===== config.mk =====
export PLATFORM = sky130hd
export DESIGN_NAME = adder_pipe_cg
export DESIGN_NICKNAME = d
export VERILOG_FILES = /design/src/rtl/lp_pkg.sv /design/src/rtl/cg_icg.sv /design/src/rtl/adder_pipe_cg.sv
export SDC_FILE = /design/constraint.sdc
export NUM_CORES = 1
export LEC_CHECK = 0
export ABC_AREA = 1
export BUFFER_PORTS_ARGS = -buffer_cell sky130_fd_sc_hd__clkbuf_2
export CAP_MARGIN = 30
export CORE_UTILIZATION = 58
export CTS_CLUSTER_DIAMETER = 30
export CTS_CLUSTER_SIZE = 25
export DETAILED_ROUTE_END_ITERATION = 8
export PLACE_DENSITY = 0.79
export SYNTH_ARGS = -nofsm -noshare
export SYNTH_HDL_FRONTEND = slang
export SYNTH_SLANG_ARGS = --single-unit
export TNS_END_PERCENT = 30

===== constraint.sdc =====
create_clock -name clk -period 2 [get_ports clk]
set_clock_uncertainty 0.1 [all_clocks]
set_input_delay 0.1 -clock clk [delete_from_list [all_inputs] [get_ports clk]]
set_output_delay 0.1 -clock clk [all_outputs]
set_load 0.005 [all_outputs]

===== src/rtl/lp_pkg.sv =====
// Shared low-power arithmetic definitions: gating FSM states and
// pipeline geometry helpers used by the clock-gated datapath blocks.
package lp_pkg;

  typedef enum logic [1:0] {
    RUN       = 2'd0,
    IDLE_WAIT = 2'd1,
    GATED     = 2'd2
  } lp_state_e;

  function automatic int unsigned seg_width(input int unsigned width,
                                            input int unsigned stages);
    return width / stages;
  endfunction

  function automatic bit cfg_ok(input int unsigned width,
                                input int unsigned stages,
                                input int unsigned idle_cycles);
    return (stages >= 1) && (stages <= width) && ((width % stages) == 0) &&
           (idle_cycles >= 1);
  endfunction

endpackage


===== src/rtl/cg_icg.sv =====
// Latch-based integrated clock gate: enable is captured while clk is low so
// gclk never glitches when the enable changes during the high phase.
module cg_icg (
  input  logic clk,
  input  logic en,
  output logic gclk
);

  logic en_latch;

  always_latch begin
    if (!clk) en_latch <= en;
  end

  assign gclk = clk & en_latch;

endmodule


===== src/rtl/adder_pipe_cg.sv =====
// Pipelined WIDTH-bit carry-segmented adder with valid handshake, idle-detect
// clock gating of the datapath and a saturating gated-cycle counter.
module adder_pipe_cg
  import lp_pkg::*;
#(
  parameter int unsigned WIDTH       = 16,
  parameter int unsigned STAGES      = 2,
  parameter int unsigned IDLE_CYCLES = 4,
  parameter int unsigned CNT_W       = 16
) (
  input  logic             clk,
  input  logic             reset_b,
  input  logic             in_valid,
  input  logic [WIDTH-1:0] a_in,
  input  logic [WIDTH-1:0] b_in,
  input  logic             carry_in,
  input  logic             CG,
  output logic [WIDTH-1:0] sum_out,
  output logic             carry_out,
  output logic             out_valid,
  output logic             gated,
  output logic [CNT_W-1:0] gated_cycles
);

  localparam int unsigned SEG  = seg_width(WIDTH, STAGES);
  localparam int unsigned IC_W = $clog2(IDLE_CYCLES + 1);

  if (!cfg_ok(WIDTH, STAGES, IDLE_CYCLES)) begin : g_bad_cfg
    $error("adder_pipe_cg: WIDTH must divide by STAGES and IDLE_CYCLES >= 1");
  end

  // ---------------- control domain (clk) ----------------
  logic [STAGES:0] v_d, v_q;
  logic            out_valid_d, out_valid_q;
  lp_state_e       state_d, state_q;
  logic [IC_W-1:0] idle_cnt_d, idle_cnt_q;
  logic [CNT_W-1:0] gcnt_d, gcnt_q;
  logic            pipe_busy;
  logic            dp_en;
  logic            gclk;

  // v_q[0] marks the operand register, v_q[k+1] the register after segment k
  assign pipe_busy = |v_q;

  always_comb begin
    v_d         = {v_q[STAGES-1:0], in_valid};
    out_valid_d = v_q[STAGES];
    state_d     = state_q;
    idle_cnt_d  = idle_cnt_q;
    gcnt_d      = gcnt_q;

    unique case (state_q)
      RUN: begin
        if (in_valid || pipe_busy) begin
          idle_cnt_d = '0;
        end else begin
          state_d    = IDLE_WAIT;
          idle_cnt_d = IC_W'(1);
        end
      end
      IDLE_WAIT: begin
        if (in_valid) begin
          state_d    = RUN;
          idle_cnt_d = '0;
        end else if (!CG) begin
          idle_cnt_d = IC_W'(IDLE_CYCLES);
        end else if (idle_cnt_q == IC_W'(IDLE_CYCLES)) begin
          state_d = GATED;
        end else begin
          idle_cnt_d = idle_cnt_q + IC_W'(1);
        end
      end
      GATED: begin
        if (in_valid || !CG) begin
          state_d    = RUN;
          idle_cnt_d = '0;
        end
      end
      default: begin
        state_d    = RUN;
        idle_cnt_d = '0;
      end
    endcase

    if ((state_q == GATED) && (gcnt_q != '1)) begin
      gcnt_d = gcnt_q + CNT_W'(1);
    end
  end

  always_ff @(posedge clk or negedge reset_b) begin
    if (!reset_b) begin
      v_q         <= '0;
      out_valid_q <= 1'b0;
      state_q     <= RUN;
      idle_cnt_q  <= '0;
      gcnt_q      <= '0;
    end else begin
      v_q         <= v_d;
      out_valid_q <= out_valid_d;
      state_q     <= state_d;
      idle_cnt_q  <= idle_cnt_d;
      gcnt_q      <= gcnt_d;
    end
  end

  // in_valid is combinational here so a gated datapath wakes without a bubble
  assign dp_en = ~CG | in_valid | pipe_busy | (state_q != GATED);

  cg_icg u_icg (
    .clk  (clk),
    .en   (dp_en),
    .gclk (gclk)
  );

  // ---------------- datapath domain (gclk) ----------------
  logic [WIDTH-1:0] a_d   [STAGES+1];
  logic [WIDTH-1:0] a_q   [STAGES+1];
  logic [WIDTH-1:0] b_d   [STAGES+1];
  logic [WIDTH-1:0] b_q   [STAGES+1];
  logic [WIDTH-1:0] sum_d [STAGES+1];
  logic [WIDTH-1:0] sum_q [STAGES+1];
  logic             c_d   [STAGES+1];
  logic             c_q   [STAGES+1];
  logic [SEG:0]     seg_sum;
  logic [WIDTH-1:0] sum_out_d, sum_out_q;
  logic             carry_out_d, carry_out_q;

  // Every stage carries full-width operand/sum words; segment j-1 is resolved
  // in stage j while lower sum bits and upper operand bits ride along.
  always_comb begin
    a_d[0]   = a_in;
    b_d[0]   = b_in;
    sum_d[0] = '0;
    c_d[0]   = carry_in;
    seg_sum  = '0;
    for (int unsigned j = 1; j <= STAGES; j++) begin
      seg_sum  = {1'b0, a_q[j-1][(j-1)*SEG +: SEG]} +
                 {1'b0, b_q[j-1][(j-1)*SEG +: SEG]} +
                 (SEG+1)'(c_q[j-1]);
      a_d[j]   = a_q[j-1];
      b_d[j]   = b_q[j-1];
      sum_d[j] = sum_q[j-1];
      sum_d[j][(j-1)*SEG +: SEG] = seg_sum[SEG-1:0];
      c_d[j]   = seg_sum[SEG];
    end
    sum_out_d   = sum_q[STAGES];
    carry_out_d = c_q[STAGES];
  end

  always_ff @(posedge gclk or negedge reset_b) begin
    if (!reset_b) begin
      for (int unsigned j = 0; j <= STAGES; j++) begin
        a_q[j]   <= '0;
        b_q[j]   <= '0;
        sum_q[j] <= '0;
        c_q[j]   <= 1'b0;
      end
      sum_out_q   <= '0;
      carry_out_q <= 1'b0;
    end else begin
      for (int unsigned j = 0; j <= STAGES; j++) begin
        if (v_d[j]) begin
          a_q[j]   <= a_d[j];
          b_q[j]   <= b_d[j];
          sum_q[j] <= sum_d[j];
          c_q[j]   <= c_d[j];
        end
      end
      if (v_q[STAGES]) begin
        sum_out_q   <= sum_out_d;
        carry_out_q <= carry_out_d;
      end
    end
  end

  assign sum_out      = sum_out_q;
  assign carry_out    = carry_out_q;
  assign out_valid    = out_valid_q;
  assign gated        = (state_q == GATED);
  assign gated_cycles = gcnt_q;

endmodule


Yosys cells after proc, flatten, opt, wreduce, memory -nomap -nowiden

Index checks and enable logic that the tools add are counted.

Eq/ne operators: 10
Add/subtract/negate cells: 6
Bitwise logic cells: 5
Reduce and logical (&&, ||, !) cells: 8
Multiplexer cells: 13

Operators by type and width:

| kind                    | count |
|---|---|
| $add A8 B8 Y9           | 2 |
| $add A9 B1 Y9           | 2 |
| $add A16 B1 Y16 const B | 1 |
| $ne A16 B16 Y1 const B  | 1 |
| $mux W3                 | 4 |
| $mux W2                 | 5 |
| $pmux W3 S3             | 1 |
| $ne A3 B3 Y1 const B    | 2 |
| $pmux W2 S3             | 1 |
| $ne A2 B2 Y1 const B    | 2 |
| $ne A4 B4 Y1 const B    | 1 |
| $reduce_and A4 Y1       | 1 |
| $add A3 B1 Y3 const B   | 1 |
| $eq A3 B3 Y1 const B    | 1 |
| $or A1 B1 Y1            | 3 |
| $reduce_or A3 Y1        | 1 |
| $eq A2 B1 Y1 const B    | 1 |
| $eq A2 B2 Y1 const B    | 1 |
| $logic_not A2 Y1        | 1 |
| $logic_or A1 B1 Y1      | 2 |
| $mux W1                 | 2 |
| $ne A2 B1 Y1 const B    | 1 |
| $reduce_and A2 Y1       | 1 |
| $and A1 B1 Y1           | 1 |
| other kinds (3)         | 3 |

Input bits: 37
Latch bits: 1
Bits in registers: 133
Logic and storage cells: 59
Output and inout bits: 35

Longest topological paths before layout

Word-level depth: 5
Mapped depth: 9
Gate-level depth less buffers: 9

By module

From an unflattened synthesis, not the netlist that was laid out.

Cells, all modules: 640
Area total of the unflattened synthesis: 5481.5 µm²

Modules (own cells, without submodules):

| module        | instances | area each (µm²) | cells an instance | sequential area each (µm²) |
|---|---|---|---|---|
| adder_pipe_cg | 1         | 5459.0          | 637               | 2927.8 |
| cg_icg        | 1         | 22.5            | 3                 | 0.0 |

==> results.sh <==
export IMPL_vias_per_cell=6.06
export IMPL_core_um2=9240
export IMPL_max_clock_freq_ghz=0.443
export IMPL_crit_required_ps=2520
export IMPL_dp_cells=836
export IMPL_dp_hpwl_um=7430
export IMPL_first_iter_violations=982
export IMPL_ys_warn_count=0
export IMPL_grt_total_usage=0.395
export IMPL_worstMarginPinSlew_ps=674
export IMPL_start_util=0.598
export IMPL_drc=49
export IMPL_slew_headroom=0.550
export IMPL_port_buffers=71
export IMPL_worst_slack_ps=-256
export IMPL_vdd_drop_max_v=0.000764
export IMPL_synthDistinctLibCells=34
export IMPL_synth_largest_area_cell="dfrtp_1"
export IMPL_finalSetupViolCount=5
export IMPL_critPathCaptureType="flip-flop"
export IMPL_fp_dieH_um=99.6
export IMPL_cap_viol_max_count=0
export IMPL_final_hold_viol_count=0
export IMPL_final_max_slew_violation_count=0
export IMPL_critical_path_class="flip-flop to flip-flop"
export IMPL_grt_util_met1=0.437
export IMPL_synth_fp_nets=705
export IMPL_grt_pass1_wl_um=30100
export IMPL_synth_avg_cell_area_um2=8.55
export IMPL_p_leak_uw=0.00432
export IMPL_rows=35
export IMPL_grt_pass1_vias=6324
export IMPL_layout_cells_non_filler=1059
export IMPL_internal_power_uw=4500
export IMPL_ant_nets=0
export IMPL_grt_util_met3=0.138
export IMPL_pin_count=72
export IMPL_dr_pass1_iters=9
export IMPL_drt_wl_total_um=21500
export IMPL_drive_gt1_frac=0.163
export IMPL_die_x_um=99.6
export IMPL_synthTopCellsByArea="dfrtp_1 (53%), nand2_1 (21%), ha_1 (3.8%)"
export IMPL_synth_ff_latch_count=118
export IMPL_p_seq_frac=0.396
export IMPL_stdcell_area_um2=7810
export IMPL_syn_cell_area_um2=5530
export IMPL_wire_per_inst_um=20.3
export IMPL_clk_latency_ps=800
export IMPL_hp_class="primary input to flip-flop"
export IMPL_layout_common_cells="nand2_1 (305), inv_1 (129), dfrtp_1 (117)"
export IMPL_antenna_found_initial=0
export IMPL_status="finished with violations"
export IMPL_place_congestion=0.856
export IMPL_rsz0062_at_grt="yes"
export IMPL_fin_crit_sh=1.13
export IMPL_nets=982
export IMPL_period_needed_ps=2260
export IMPL_synth_top_area_share=0.530
export IMPL_p_clk_frac=0.416
export IMPL_p_sw_uw=2950
export IMPL_power_density_nw_per_um2=955
export IMPL_p_comb_frac=0.189
export IMPL_synth_cells=647
export IMPL_die_area_um2=9930
export IMPL_layout_commonest_cell="nand2_1"
export IMPL_grt_max_degree=118
export IMPL_path_max_fanout=5
export IMPL_violations="design-rule violations, negative setup slack"
export IMPL_grt_most_used_layer="met2"
export IMPL_grt_overflow=0
export IMPL_dr_total_vias=6420
export IMPL_dpl_cell_area_um2=6030
export IMPL_tritoncts="yes"
export IMPL_crit_arrival_ps=2770
export IMPL_critPathLaunchType="flip-flop"
export IMPL_met2_usage=0.649
export IMPL_nFillCells=440
export IMPL_area_delta_synth_final_pct=41.2
export IMPL_antennaDiodeCount=0
export IMPL_clk_pin_slew_ps=100
export IMPL_netSwitchingFraction=0.396
stage by stage:
stage                     hold WS (ps)  TNS [ps]  utilization  setup WS (ps)  total power (µW)
after detailed placement           137     -65.6        0.653          -65.6              4030
after floorplan                   -296         0            -            129              3660
after global routing               306      -745        0.845           -228              7710
after CTS                          253         0        0.839           1.97              6810
after global placement             132         0        0.653           53.7              3980
final                              271      -792        0.845           -256              7450
cell usage after synthesis:
| cell type | n |
|---|---|
| dlxtn_1 | 1 |
| and2_1 | 2 |
| xor2_1 | 2 |
| nand3b_1 | 6 |
| nand2_1 | 309 |
| xnor2_1 | 6 |
| nand4_1 | 5 |
| nand2_2 | 4 |
| mux2_2 | 17 |
| nand2_4 | 1 |
| o21ai_0 | 11 |
| clkbuf_1 | 9 |
| buf_2 | 4 |
| nand3_1 | 22 |
| inv_1 | 38 |
| inv_2 | 2 |
| fa_1 | 4 |
| nor3_1 | 1 |
| ha_1 | 17 |
| a211oi_1 | 2 |
| a21oi_1 | 8 |
| nor2_1 | 29 |
| or2_2 | 2 |
| a21oi_2 | 1 |
| buf_1 | 4 |
| dfrtp_1 | 117 |
| o22ai_1 | 2 |
| buf_6 | 2 |
| nor2b_1 | 1 |
| o21ai_1 | 9 |
| nor2_2 | 2 |
| or2_1 | 2 |
| nor2_4 | 4 |
| o21ai_4 | 1 |
registers in the layout, summed over array words and instances, names as in the netlist, 2 cells and up:
register	cells
b_d	24
v_q	3
state_q	2
gated_cycles	16
c_q	2
idle_cnt_q	3
sum_d	8
a_d	24
sum_out_d	16
sum_out	16
layout make-up:
| type | instances | area (µm²) | area share |
|---|---|---|---|
| clock buffers | 18 | 259 | 0.0332 |
| clock inverters | 99 | 424 | 0.0543 |
| inverters | 39 | 146 | 0.0188 |
| multi-input cells | 470 | 2370 | 0.304 |
| flip-flops and latches | 118 | 2940 | 0.377 |
| well taps | 129 | 161 | 0.0207 |
| repair buffers | 186 | 1500 | 0.192 |
what timing repair did:
action                                 CTS  global route
endpoints found under the hold margin  157             0
resized for setup                        3             9
hold buffers                           104             0
setup endpoints to repair                4             9
pin swaps                                0             9
buffers inserted                         0             3
cloned                                   0             0
layer usage:
metal  vias to the layer above  part of all wire
met2                       699              0.45
met3                       274              0.13
met5                         -                 0
met1                      2868              0.32
met4                         0              0.10
li1                       2579                 -
cells by family (layout without fill, tap and decap cells):
kind of cell | count (synthesis) | in the layout | share of synthesized area
latches | 1 | 1 | 0.00271
AND/OR/NAND/NOR | 390 | 390 | 0.289
AO/OA/AOI/OAI | 34 | 34 | 0.0348
adder cells (fa/ha/maj) | 21 | 21 | 0.0530
buffers and inverters | 59 | 342 | 0.0437
multiplexers | 17 | 17 | 0.0346
flip-flops | 117 | 117 | 0.530
XOR/XNOR | 8 | 8 | 0.0127
critical path, stage by stage (launching register included):
cell and delay (ps):
dfrtp_1 420, ha_1 440, nand2_1 170, inv_1 80
a21oi_1 450, nand3_1 210, nand3_1 180, nand2_1 60
worst paths after layout:
check / start / end / slack, ps / cells past startpoint
worst max-delay path: a_d[21] / sum_d[7] / -260 / 7
worst min-delay path: CG / idle_cnt_q[2] / 270 / 5
worst max register to register: a_d[21] / sum_d[7] / -260 / 7
worst min register to register: sum_out_d[5] / sum_out_d[5] / 370 / 2
max in group gated: u_icg.en_latch / clock gate / 20 / 0
max in group asynchronous: reset_b / gated_cycles[11] / 750 / 4
min in group asynchronous: reset_b / a_d[28] / 440 / 4
min in group gated: u_icg.en_latch / clock gate / 610 / 0
power by group through the flow:
stage | registers (µW) | clock network [µW] | logic [µW]
floorplan | 2800 | 276 | 585
finish | 2950 | 3100 | 1410
CTS | 2900 | 2790 | 1120
detailed placement | 2840 | 276 | 915
global placement | 2830 | 276 | 875
global route | 2970 | 3270 | 1470
(Power assumes the default switching activity.)
